$ cat config.mk
export PLATFORM = sky130hd
export DESIGN_NAME = trigger_conditioner
export DESIGN_NICKNAME = d
export VERILOG_FILES = /design/src/rtl/trigger_conditioner.sv
export SDC_FILE = /design/constraint.sdc
export NUM_CORES = 1
export LEC_CHECK = 0
export CORE_MARGIN = 2
export CORE_UTILIZATION = 40
export DETAILED_ROUTE_END_ITERATION = 10
export PLACE_DENSITY = 0.75
export SYNTH_ARGS = -nofsm -noshare
export SYNTH_HDL_FRONTEND = slang
export SYNTH_SLANG_ARGS = --single-unit
export TNS_END_PERCENT = 20
$ cat constraint.sdc
create_clock -name clk_i -period 6.4 [get_ports clk_i]
set_input_delay 1.6 -clock clk_i [delete_from_list [all_inputs] [get_ports clk_i]]
set_output_delay 1.6 -clock clk_i [all_outputs]
set_load 0.05 [all_outputs]
$ cat src/rtl/trigger_conditioner.sv
// Turns an asynchronous raw trigger into a clean one-cycle pulse: sync, edge select, divide, holdoff.
// Build option: define TRIG_COND_DEGLITCH_EN to require a 3-sample stable level before an edge counts.
module trigger_conditioner #(
   parameter int COUNTER_WIDTH = 18,
   parameter int DIV_WIDTH     = 8,
   parameter int CNT_WIDTH     = 16
) (
   input  logic                     clk_i,
   input  logic                     rst_i,
   input  logic                     trig_raw_i,
   input  logic                     arm_i,
   input  logic                     edge_sel_i,
   input  logic [DIV_WIDTH-1:0]     divider_i,
   input  logic [COUNTER_WIDTH-1:0] holdoff_cycles_i,
   output logic                     trig_o,
   output logic                     busy_o,
   output logic [CNT_WIDTH-1:0]     trig_count_o
);

   typedef enum logic [1:0] {
      ST_IDLE    = 2'd0,
      ST_ARMED   = 2'd1,
      ST_HOLDOFF = 2'd2
   } state_t;

   localparam logic [DIV_WIDTH-1:0]     DIV_ONE     = DIV_WIDTH'(1);
   localparam logic [DIV_WIDTH:0]       DIV_ONE_EXT = (DIV_WIDTH + 1)'(1);
   localparam logic [COUNTER_WIDTH-1:0] HOLD_ONE    = COUNTER_WIDTH'(1);
   localparam logic [CNT_WIDTH-1:0]     CNT_ONE     = CNT_WIDTH'(1);

   logic                     r_s1;
   logic                     r_s2;
   logic                     r_s3;
   logic                     w_rise;
   logic                     w_fall;
   logic                     w_edge;
   logic                     r_edge;
   state_t                   r_state;
   logic [DIV_WIDTH-1:0]     r_div_cnt;
   logic [COUNTER_WIDTH-1:0] r_hold_cnt;
   logic                     r_trig;
   logic                     r_busy;
   logic [CNT_WIDTH-1:0]     r_trig_cnt;
   logic [DIV_WIDTH-1:0]     w_div_eff;
   logic [DIV_WIDTH:0]       w_div_next;
   logic                     w_div_hit;

   always_ff @(posedge clk_i) begin
      if (rst_i) begin
         r_s1 <= 1'b0;
         r_s2 <= 1'b0;
         r_s3 <= 1'b0;
      end else begin
         r_s1 <= trig_raw_i;
         r_s2 <= r_s1;
         r_s3 <= r_s2;
      end
   end

`ifdef TRIG_COND_DEGLITCH_EN
   logic r_s4;
   logic r_s5;

   always_ff @(posedge clk_i) begin
      if (rst_i) begin
         r_s4 <= 1'b0;
         r_s5 <= 1'b0;
      end else begin
         r_s4 <= r_s3;
         r_s5 <= r_s4;
      end
   end

   // New level must hold in s2..s4 with the opposite level one sample before it.
   assign w_rise = r_s2 & r_s3 & r_s4 & ~r_s5;
   assign w_fall = ~r_s2 & ~r_s3 & ~r_s4 & r_s5;
`else
   assign w_rise = r_s2 & ~r_s3;
   assign w_fall = ~r_s2 & r_s3;
`endif

   // Selecting between two level-change detectors means flipping edge_sel on a steady level is harmless.
   assign w_edge = edge_sel_i ? w_fall : w_rise;

   always_ff @(posedge clk_i) begin
      if (rst_i) begin
         r_edge <= 1'b0;
      end else begin
         r_edge <= w_edge;
      end
   end

   assign w_div_eff  = (divider_i == '0) ? DIV_ONE : divider_i;
   assign w_div_next = {1'b0, r_div_cnt} + DIV_ONE_EXT;
   assign w_div_hit  = (w_div_next >= {1'b0, w_div_eff});

   always_ff @(posedge clk_i) begin
      if (rst_i) begin
         r_state    <= ST_IDLE;
         r_div_cnt  <= '0;
         r_hold_cnt <= '0;
         r_trig     <= 1'b0;
         r_busy     <= 1'b0;
      end else begin
         r_trig <= 1'b0;
         if (!arm_i) begin
            r_state    <= ST_IDLE;
            r_div_cnt  <= '0;
            r_hold_cnt <= '0;
            r_busy     <= 1'b0;
         end else begin
            case (r_state)
               ST_IDLE: begin
                  r_state   <= ST_ARMED;
                  r_div_cnt <= '0;
                  r_busy    <= 1'b0;
               end
               ST_ARMED: begin
                  r_busy <= 1'b0;
                  if (r_edge) begin
                     if (w_div_hit) begin
                        r_trig     <= 1'b1;
                        r_div_cnt  <= '0;
                        r_hold_cnt <= holdoff_cycles_i;
                        r_state    <= (holdoff_cycles_i == '0) ? ST_ARMED : ST_HOLDOFF;
                     end else begin
                        r_div_cnt <= w_div_next[DIV_WIDTH-1:0];
                     end
                  end
               end
               ST_HOLDOFF: begin
                  // The trigger cycle itself is spent here with busy low, so busy spans exactly H cycles.
                  if (r_hold_cnt == '0) begin
                     r_state <= ST_ARMED;
                     r_busy  <= 1'b0;
                  end else begin
                     r_hold_cnt <= r_hold_cnt - HOLD_ONE;
                     r_busy     <= 1'b1;
                  end
               end
               default: begin
                  r_state <= ST_IDLE;
                  r_busy  <= 1'b0;
               end
            endcase
         end
      end
   end

   always_ff @(posedge clk_i) begin
      if (rst_i) begin
         r_trig_cnt <= '0;
      end else if (r_trig) begin
         r_trig_cnt <= r_trig_cnt + CNT_ONE;
      end
   end

   assign trig_o       = r_trig;
   assign busy_o       = r_busy;
   assign trig_count_o = r_trig_cnt;

endmodule
* Word level (Yosys, flattened, before mapping)
Cells that the tools add are included.
Widths: inputs -> output; s select.
** Word-level totals
- Bits in registers :: 50
- Latch bits :: 0
- RAM bits :: 0
- Memory bits (read-only) :: 0
- Bits of input ports :: 31
- Output and inout port bits :: 18
- Memories kept :: 0
** Operators by class
- $add $sub $neg :: 3
- Multiply operators :: 0
- Divide/modulo/power cells :: 0
- $lt $le $gt $ge :: 1
- Equal/unequal tests :: 6
- Shift-type cells :: 0
- Mux-type cells :: 16
- Bitwise logic cells :: 8
- Reduce and logical (&&, ||, !) cells :: 12
** Operators with widths (number)
- $mux 18 :: 3
- $logic_not 18->1 :: 2
- $pmux 18 s2 :: 1
- $mux 8 :: 3
- $sub 18x1->18 const B :: 1
- $add 16x1->16 const B :: 1
- $pmux 8 s2 :: 1
- $add 8x1->9 const B :: 1
- $ge 9x8->1 :: 1
- $logic_not 8->1 :: 1
- $mux 2 :: 4
- $ne 2x2->1 const B :: 4
- $not 1->1 :: 6
- $pmux 2 s3 :: 1
- $reduce_and 4->1 :: 1
- $reduce_bool 2->1 :: 2
- $reduce_or 4->1 :: 1
- $mux 1 :: 3
- $reduce_and 3->1 :: 1
- $reduce_or 3->1 :: 1
- $and 1x1->1 :: 2
- $eq 2x1->1 const B :: 1
- $eq 2x2->1 const B :: 1
- $logic_not 2->1 :: 1
- other kinds (2) :: 2

* Logic depth before layout (Yosys ltp)
Gate-level depths: netlist of run 1.
- Depth after elaboration :: 6
- Mapped depth :: 12
- Depth with buffers taken out :: 11

* Worst setup path after synthesis of run 1
No wires, ideal clock.
- Path type :: input to register
- Start point :: in divider_i[4]
- End point :: reg r_hold_cnt[14]
- Library setup time :: 0.087 ns
- Data arrival time :: 3.443 ns
- Setup slack :: 2.870 ns
- Stages on the path :: 10
- Buffers on the path :: 1
- Path through :: nor4_1 > a41o_1 > ha_1 > nand2b_1 > a211oi_1 > o211ai_1 > a31oi_4 > buf_6 > o211ai_1 > o31ai_1
** On the way
- Word-level cells in the longest chain between the ends :: 5
** Ends and longest elaborated chain
- from (decl) :: line 13 : input logic [DIV_WIDTH-1:0] divider_i,
- $logic_not 8->1 :: line 93 : assign w_div_eff = (divider_i == '0) ? DIV_ONE : divider_i;
- $mux 8 * :: line 93
- $ge 9x8->1 * :: line 95 : assign w_div_hit = (w_div_next >= {1'b0, w_div_eff});
- $ne 2x2->1 (no line) *
- $reduce_and 4->1 (no line) *
- to (signal assigned) :: line 124 : r_hold_cnt <= holdoff_cycles_i;
- to (signal assigned) :: line 137 : r_hold_cnt <= r_hold_cnt - HOLD_ONE;
- to (decl) :: line 40 : logic [COUNTER_WIDTH-1:0] r_hold_cnt;
Mark *: on every way between the ends. The rest lies on a longest branch, timed or not.
A chain may end at the register's enable or synchronous reset.

* Worst setup path after layout of run 1
- Start point :: in divider_i[4]
- End point :: reg r_hold_cnt[17]
The elaborated chain is that of the path after synthesis.

==> results.md, run 1 <==
- Status: complete, no violations
- Clk_lat worst skew: around 0.30 ns
- Core Rows: 30
- Deepest clock path buffer count: 2
- Reg2reg end: r_hold_cnt[17]$_SDFFE_PP0P_
- Multi-input gate area: approximately 1600 µm²
- Drt drc: 0
- Post-placement cell count: between 400 and 500
- Placeable Area: around 6700 µm²
- Net Count, Synth: 370
- Buffer count from post-CTS setup fixing: 0
- Die X-Extent: between 80 and 90 µm
- FILL cells: 664
- Worst slew margin: 0.265
- Dpl hpwl: ~4.4 mm
- Avg Vias per Cell: approximately 5.6
- GR Util All Layers: 0.166
- Hold depth: 1
- Mapped cell area: about 2700 µm²
- Most common cell after layout, fill and taps aside: dfxtp_1
- Leading area contributor after synthesis: dfxtp_1
- Path category of the worst min-delay check: flop to flop
- Largest net degree at the start of global routing: 44
- Static Leak: between 1 and 1.5 nW
- Cell breakdown of the critical path: clkdlybuf4s50_1 > nor4_1 > a41o_1 > ha_1 > nand2b_1 > a211oi_1 > o211ai_1 > a31oi_4 > mux2i_1 > a21oi_1
- # port buffers: 48
- Wire length per cell: about 14 µm
- DR pass1 iterations: 4
- First-pass GRT wire length: between 10 and 15 mm
- Setup crit end kind: flop
- Worst vdd ir: between 0.07 and 0.08 mV
- Placed inst area: between 3000 and 4000 µm²
- GPL Wtd Cong: roughly 0.79
- Vias after detailed routing: between 2000 and 3000
- CTS buffer count: 5
- Pwr Density: around 170 nW/µm²
- Clock slew at reported path FFs: ~0.10 ns
- Seq/Total Area, Yosys: 0.366
- Fin. Hold Viols: 0
- Layout cells sized above 1: 0.0408
- Clk sinks: 50
- FF-to-FF path depth: 11
- Hold Path End: r_s2$_SDFF_PP0_
- CTS tree: yes
- Pins Over Slew Limit: 0
- Achievable Freq: about 230 MHz
- Initial antenna violation count: 0
- Library cells used by synthesis: 46
- Layout Skew: between 0.009 and 0.01 ns
- Crit-path slowest cell: a31oi_4
- Cells after Synth: 328
- Final Instance Area: about 3300 µm²
- WL final: around 6.2 mm
- FF+latch area: about 1000 µm²
- Final Net Count: just over 400
- Fin cells: between 400 and 500
- Post-DRT Antenna Nets: 0
- Final Util: 0.497
- H-Tree Depth: 2
- Die ar.: 7520 µm²
- FF-to-FF setup slack: about 3.0 ns
- Synth warnings: 0
- Setup_tns: 0 ns
- Asr flop ratio synth: 0
- Resize count post-CTS: 0
- Post-route worst setup slack: between 1.5 and 2 ns
- Worst R2R Start: r_div_cnt[0]$_SDFFE_PP0P_
- Most frequent cells in the layout: 50 x dfxtp_1, 48 x clkdlybuf4s50_1, 40 x nor2_1
- Primary FF master, synth: dfxtp_1
- Pre-CTS WS: 1.66 ns
- Worst-path fanout max: 35
- I/O Pins: slightly below 50
- Post-layout min period: about 4.4 ns
- Critical path class: input pin to flop
- Starting density of the core: 0.407
- RSZ-0062 raised after global routing: no
- Root buf cell: clkbuf_8
- Hold-fix buffer count after cts: 0
- Gr ovfl total: 0
- Final setup fails: 0
- Req. time, crit path: 6.55 ns
- Synth top area share: 0.366
- Worst path max stage delay: about 0.85 ns
- Diodes inserted: 0
- Hold Slack: between 0.4 and 0.5 ns
- Starting DRT DRC Count: approximately 130
- Critical Path AT: 4.55 ns
- Layout area overhead: 22.0%
- Number of synthesized flops with an enable pin: 0
- Power Total: between 500 and 600 µW
- Actual slew at the worst max-slew pin: about 1.1 ns
- Cells taking the most area after synthesis: dfxtp_1 37%, nor2_1 5.5%, ha_1 5.0%, a21oi_1 4.6%, o211ai_1 4.1%
- Startpoint types: input pin
- Synth Register Bits: 50
- Mapped Avg Cell Area: about 8.3 µm²
- Number of global-route vias before repair: approximately 2300
- Hold_sp: r_s1$_SDFF_PP0_
- Die Y: 86.7 µm
- Final period util: 0.688
- Max cap viols: 0
-- worst max path at each step --
stage	endpoint	startpoint	slack, ns
floorplan	r_hold_cnt[14]$_SDFFE_PP0P_	divider_i[4]	2.87
global placement	r_hold_cnt[17]$_SDFFE_PP0P_	divider_i[4]	1.78
detailed placement	r_hold_cnt[17]$_SDFFE_PP0P_	divider_i[4]	1.66
CTS	r_hold_cnt[17]$_SDFFE_PP0P_	divider_i[4]	2.00
global route	r_hold_cnt[17]$_SDFFE_PP0P_	divider_i[4]	1.78
finish	r_hold_cnt[17]$_SDFFE_PP0P_	divider_i[4]	2.00
-- where the power goes --
group	switching (mW)	internal (mW)	total, mW
sequential	0.00110	0.312	0.313
combinational	0.0218	0.0246	0.0465
clock	0.116	0.0812	0.197
total	0.138	0.418	0.557
-- cells by family after synthesis --
logic type,synth area share
muxes,0.0110
AOI/OAI and AO/OA,0.230
buffers and inverters,0.0485
adders and majority gates,0.0503
DFF,0.366
xor gates and xnor gates,0.0576
and+or+nand+nor,0.237
-- synth_stat cells (3+ instances only) --
master	number
nand3_1	4
ha_1	11
o31ai_1	14
buf_2	4
a21o_1	3
o21ai_0	6
or3_1	7
clkbuf_1	10
xnor2_1	6
o211ai_1	15
dfxtp_1	50
nor3_1	12
nor2_1	40
nand2_1	22
a211oi_1	3
nor2b_1	6
xor2_1	12
and3_1	7
or4_1	4
mux2i_1	3
a22oi_1	9
nor4_1	8
inv_1	11
nand2b_1	4
and2_1	3
a21oi_1	25
nand4_1	4
-- layer usage --
metal	track usage	share of wire
met1	0.211	0.47
met2	0.291	0.47
met3	0.0352	0.047
met4	0.0341	0.0053
met5	0	0
-- area by class of cell --
cell class | instances | area share
well taps | 80 | 0.0300
repair buffers | 50 | 0.148
clock inverters | 3 | 0.00862
flip-flops and latches | 50 | 0.300
inverters | 11 | 0.0124
multi-input cells | 249 | 0.480
clock buffers | 5 | 0.0206
-- critical path: cells and delay by family --
kind / cells / cell delay (ns)
mux: 1 / 0.27
buf+inv: 1 / 0.42
simple gates: 2 / 0.45
fa+ha+maj: 1 / 0.21
compound gates: 5 / 1.60
-- registers in the layout, indices dropped and copies added (netlist names), 2 cells and up --
register	count
r_hold_cnt	18
trig_count_o	16
r_div_cnt	8
r_state	2
Note: power is estimated with default switching activity, not from simulation.
==> run 2: changes to the inputs <==
==> constraint.sdc (replaced) <==
create_clock -name clk_i -period 4.1 [get_ports clk_i]
set_input_delay 1.025 -clock clk_i [delete_from_list [all_inputs] [get_ports clk_i]]
set_output_delay 1.025 -clock clk_i [all_outputs]
set_load 0.05 [all_outputs]
==> run 2 against run 1 <==
Net effect:
- count of clock-buffer cells in the layout grew 1
- highest routed layer unchanged
- critical path type unchanged
- worst setup slack lost 1.3 ns
- flip-flop and latch count is the same
- global-route usage shrank 0.42 points
- wire length shrank 2.7%
- clock power grew 85%
- non-clock buffer count grew 3
- power grew 67%
- register-to-register slack lost 1.9 ns
- first-iteration DRC count shrank 2.3%
==> results.md, run 2 (same netlist as run 1, synthesis figures left out) <==
- Status: complete, no violations (unchanged)
- Post-layout min period: between 3 and 4 ns
- Critical Path AT: 3.59 ns (was 4.55 ns)
- Core Rows: 30 (unchanged)
- H-Tree Depth: 2 (unchanged)
- Worst Setup SP: divider_i[4] (unchanged)
- Hold-fix buffer count after cts: 0 (unchanged)
- Final Net Count: 412 (was 409)
- DR pass1 iterations: 5 (was 4)
- Req. time, crit path: 4.29 ns (was 6.55 ns)
- Fin. Hold Viols: 0 (unchanged)
- Max reg flops: 18 (unchanged)
- Die ar.: 7520 µm² (unchanged)
- CTS buffer count: 5 (unchanged)
- Root buf cell: clkbuf_8 (unchanged)
- Achievable Freq: just under 300 MHz
- Starting density of the core: 0.407 (unchanged)
- Pwr Density: 274 nW/µm² (was 167 nW/µm²)
- RSZ-0062 raised after global routing: no (unchanged)
- Worst vdd ir: 0.134 mV (was 0.0799 mV)
- M3 GR Usage: 0.0286 (was 0.0352)
- Clk_lat worst skew: 0.30 ns (about the same)
- Biggest register: r_hold_cnt (unchanged)
- Most common cell after layout, fill and taps aside: dfxtp_1 (unchanged)
- Worst slew margin: 0.290 (was 0.265)
- Deepest clock path buffer count: 2 (unchanged)
- WL final: 6.05 mm (was 6.21 mm)
- Pre-CTS WS: 0.377 ns (was 1.66 ns)
- Setup_tns: 0 ns (unchanged)
- Clock slew at reported path FFs: 0.09 ns (was 0.10 ns)
- Worst-path fanout max: 20 (was 35)
- Pins Over Slew Limit: 0 (unchanged)
- Worst setup endpoint: r_hold_cnt[8]$_SDFFE_PP0P_ (was r_hold_cnt[17]$_SDFFE_PP0P_)
- Clk sinks: 50 (unchanged)
- Post-route worst setup slack: 0.697 ns (was 2.00 ns)
- FILL cells: 632 (was 664)
- FF+latch area: 1000 µm² (unchanged)
- Fin cells: 451 (was 448)
- Multi-input gate area: 1600 µm² (unchanged)
- Actual slew at the worst max-slew pin: 1.06 ns (was 1.10 ns)
- Starting DRT DRC Count: 125 (was 128)
- I/O Pins: 49 (unchanged)
- FF-to-FF path depth: 12 (was 11)
- GR peak layer: met2 (unchanged)
- Reg2reg end: r_hold_cnt[1]$_SDFFE_PP0P_ (was r_hold_cnt[17]$_SDFFE_PP0P_)
- Placeable Area: 6720 µm² (unchanged)
- Layout area overhead: 23.7% (was 22.0%)
- Post-placement cell count: 443 (was 440)
- Max cap viols: 0 (unchanged)
- Resize count post-CTS: 0 (unchanged)
- Die X-Extent: 86.7 µm (unchanged)
- Largest net degree at the start of global routing: 44 (unchanged)
- Final period util: 0.830
- # port buffers: 48 (unchanged)
- Vias after detailed routing: 2523 (was 2529)
- Buffer count from post-CTS setup fixing: 0 (unchanged)
- Worst R2R Start: r_div_cnt[0]$_SDFFE_PP0P_ (unchanged)
- Avg Vias per Cell: 5.59 (was 5.65)
- Post-DRT Antenna Nets: 0 (unchanged)
- Wire length per cell: 13.4 µm (was 13.9 µm)
- GR Util All Layers: 0.162 (was 0.166)
- Hold Slack: 0.445 ns (was 0.448 ns)
- Critical path class: input pin to flop (unchanged)
- Most frequent cells in the layout: 50 x dfxtp_1, 48 x clkdlybuf4s50_1, 40 x nor2_1 (unchanged)
- Dpl hpwl: 4.39 mm (was 4.40 mm)
- Startpoint types: input pin (unchanged)
- First-pass GRT wire length: 10.1 mm (was 10.2 mm)
- Die Y: 86.7 µm (unchanged)
- Routing usage on met1: 0.205 (was 0.211)
- Initial antenna violation count: 0 (unchanged)
- Diodes inserted: 0 (unchanged)
- Setup crit end kind: flop (unchanged)
- Gr ovfl total: 0 (unchanged)
- GPL Wtd Cong: 0.830 (was 0.788)
- Path category of the worst min-delay check: flop to flop (unchanged)
- Layout Skew: 0.0104 ns (was 0.00994 ns)
- GRT met2 Usage: 0.287 (was 0.291)
- Static Leak: 1.26 nW (was 1.24 nW)
- Layout cells sized above 1: 0.0485 (was 0.0408)
- CTS tree: yes (unchanged)
- Drt drc: 0 (unchanged)
- FF-to-FF setup slack: 1.04 ns (was 2.95 ns)
- Final setup fails: 0 (unchanged)
- Number of global-route vias before repair: 2360 (was 2345)
## run 2: how the worst min path moves through the flow
stage	start	end	slack, ns	cells after the start
after floorplan	r_s1$_SDFF_PP0_	r_s2$_SDFF_PP0_	0.41	1
after global placement	r_s1$_SDFF_PP0_	r_s2$_SDFF_PP0_	0.42	1
after detailed placement	r_s1$_SDFF_PP0_	r_s2$_SDFF_PP0_	0.43	1
after CTS	r_s1$_SDFF_PP0_	r_s2$_SDFF_PP0_	0.45	1
after global routing	r_s1$_SDFF_PP0_	r_s2$_SDFF_PP0_	0.46	1
final	r_s1$_SDFF_PP0_	r_s2$_SDFF_PP0_	0.44	1
## run 2: layout make-up
| class | instances | share of cell area |
|---|---|---|
| clock inverters | 2 | 0.0115 |
| well taps | 80 | 0.0296 |
| multi-input cells | 249 | 0.474 |
| clock buffers | 6 | 0.0244 |
| flip-flops and latches | 50 | 0.296 |
| repair buffers | 53 | 0.153 |
| inverters | 11 | 0.0122 |
## run 2: critical path: stages
cell and delay (ns):
clkdlybuf4s50_1 0.43, nor4_1 0.31, a41o_1 0.21, ha_1 0.21, nand2b_1 0.14, a211oi_1 0.23
o211ai_1 0.23, a31oi_4 0.25, buf_4 0.25, a21oi_1 0.06, o32ai_1 0.26
## run 2: power by group
| group | internal (mW) | switching, mW |
|---|---|---|
| logic | 0.0391 | 0.0342 |
| registers | 0.487 | 0.00171 |
| clock network | 0.201 | 0.164 |
| total | 0.727 | 0.200 |
## run 2: metrics by stage
stage	total power, mW	instance area [µm²]	utilization
after floorplan	0.533	2740	-
after global placement	0.573	3260	0.486
after detailed placement	0.574	3260	0.486
after CTS	0.939	3380	0.504
after global routing	0.965	3380	0.504
final	0.927	3380	0.504
## run 2: routing by layer
| metal | vias to the layer above | wire [µm] | share of wire |
|---|---|---|---|
| met2 | 61 | 2890 | 0.48 |
| met4 | 0 | 15 | 0.0025 |
| met5 | - | 0 | 0 |
| met1 | 1173 | 2820 | 0.47 |
| met3 | 2 | 317 | 0.052 |
| li1 | 1287 | - | - |
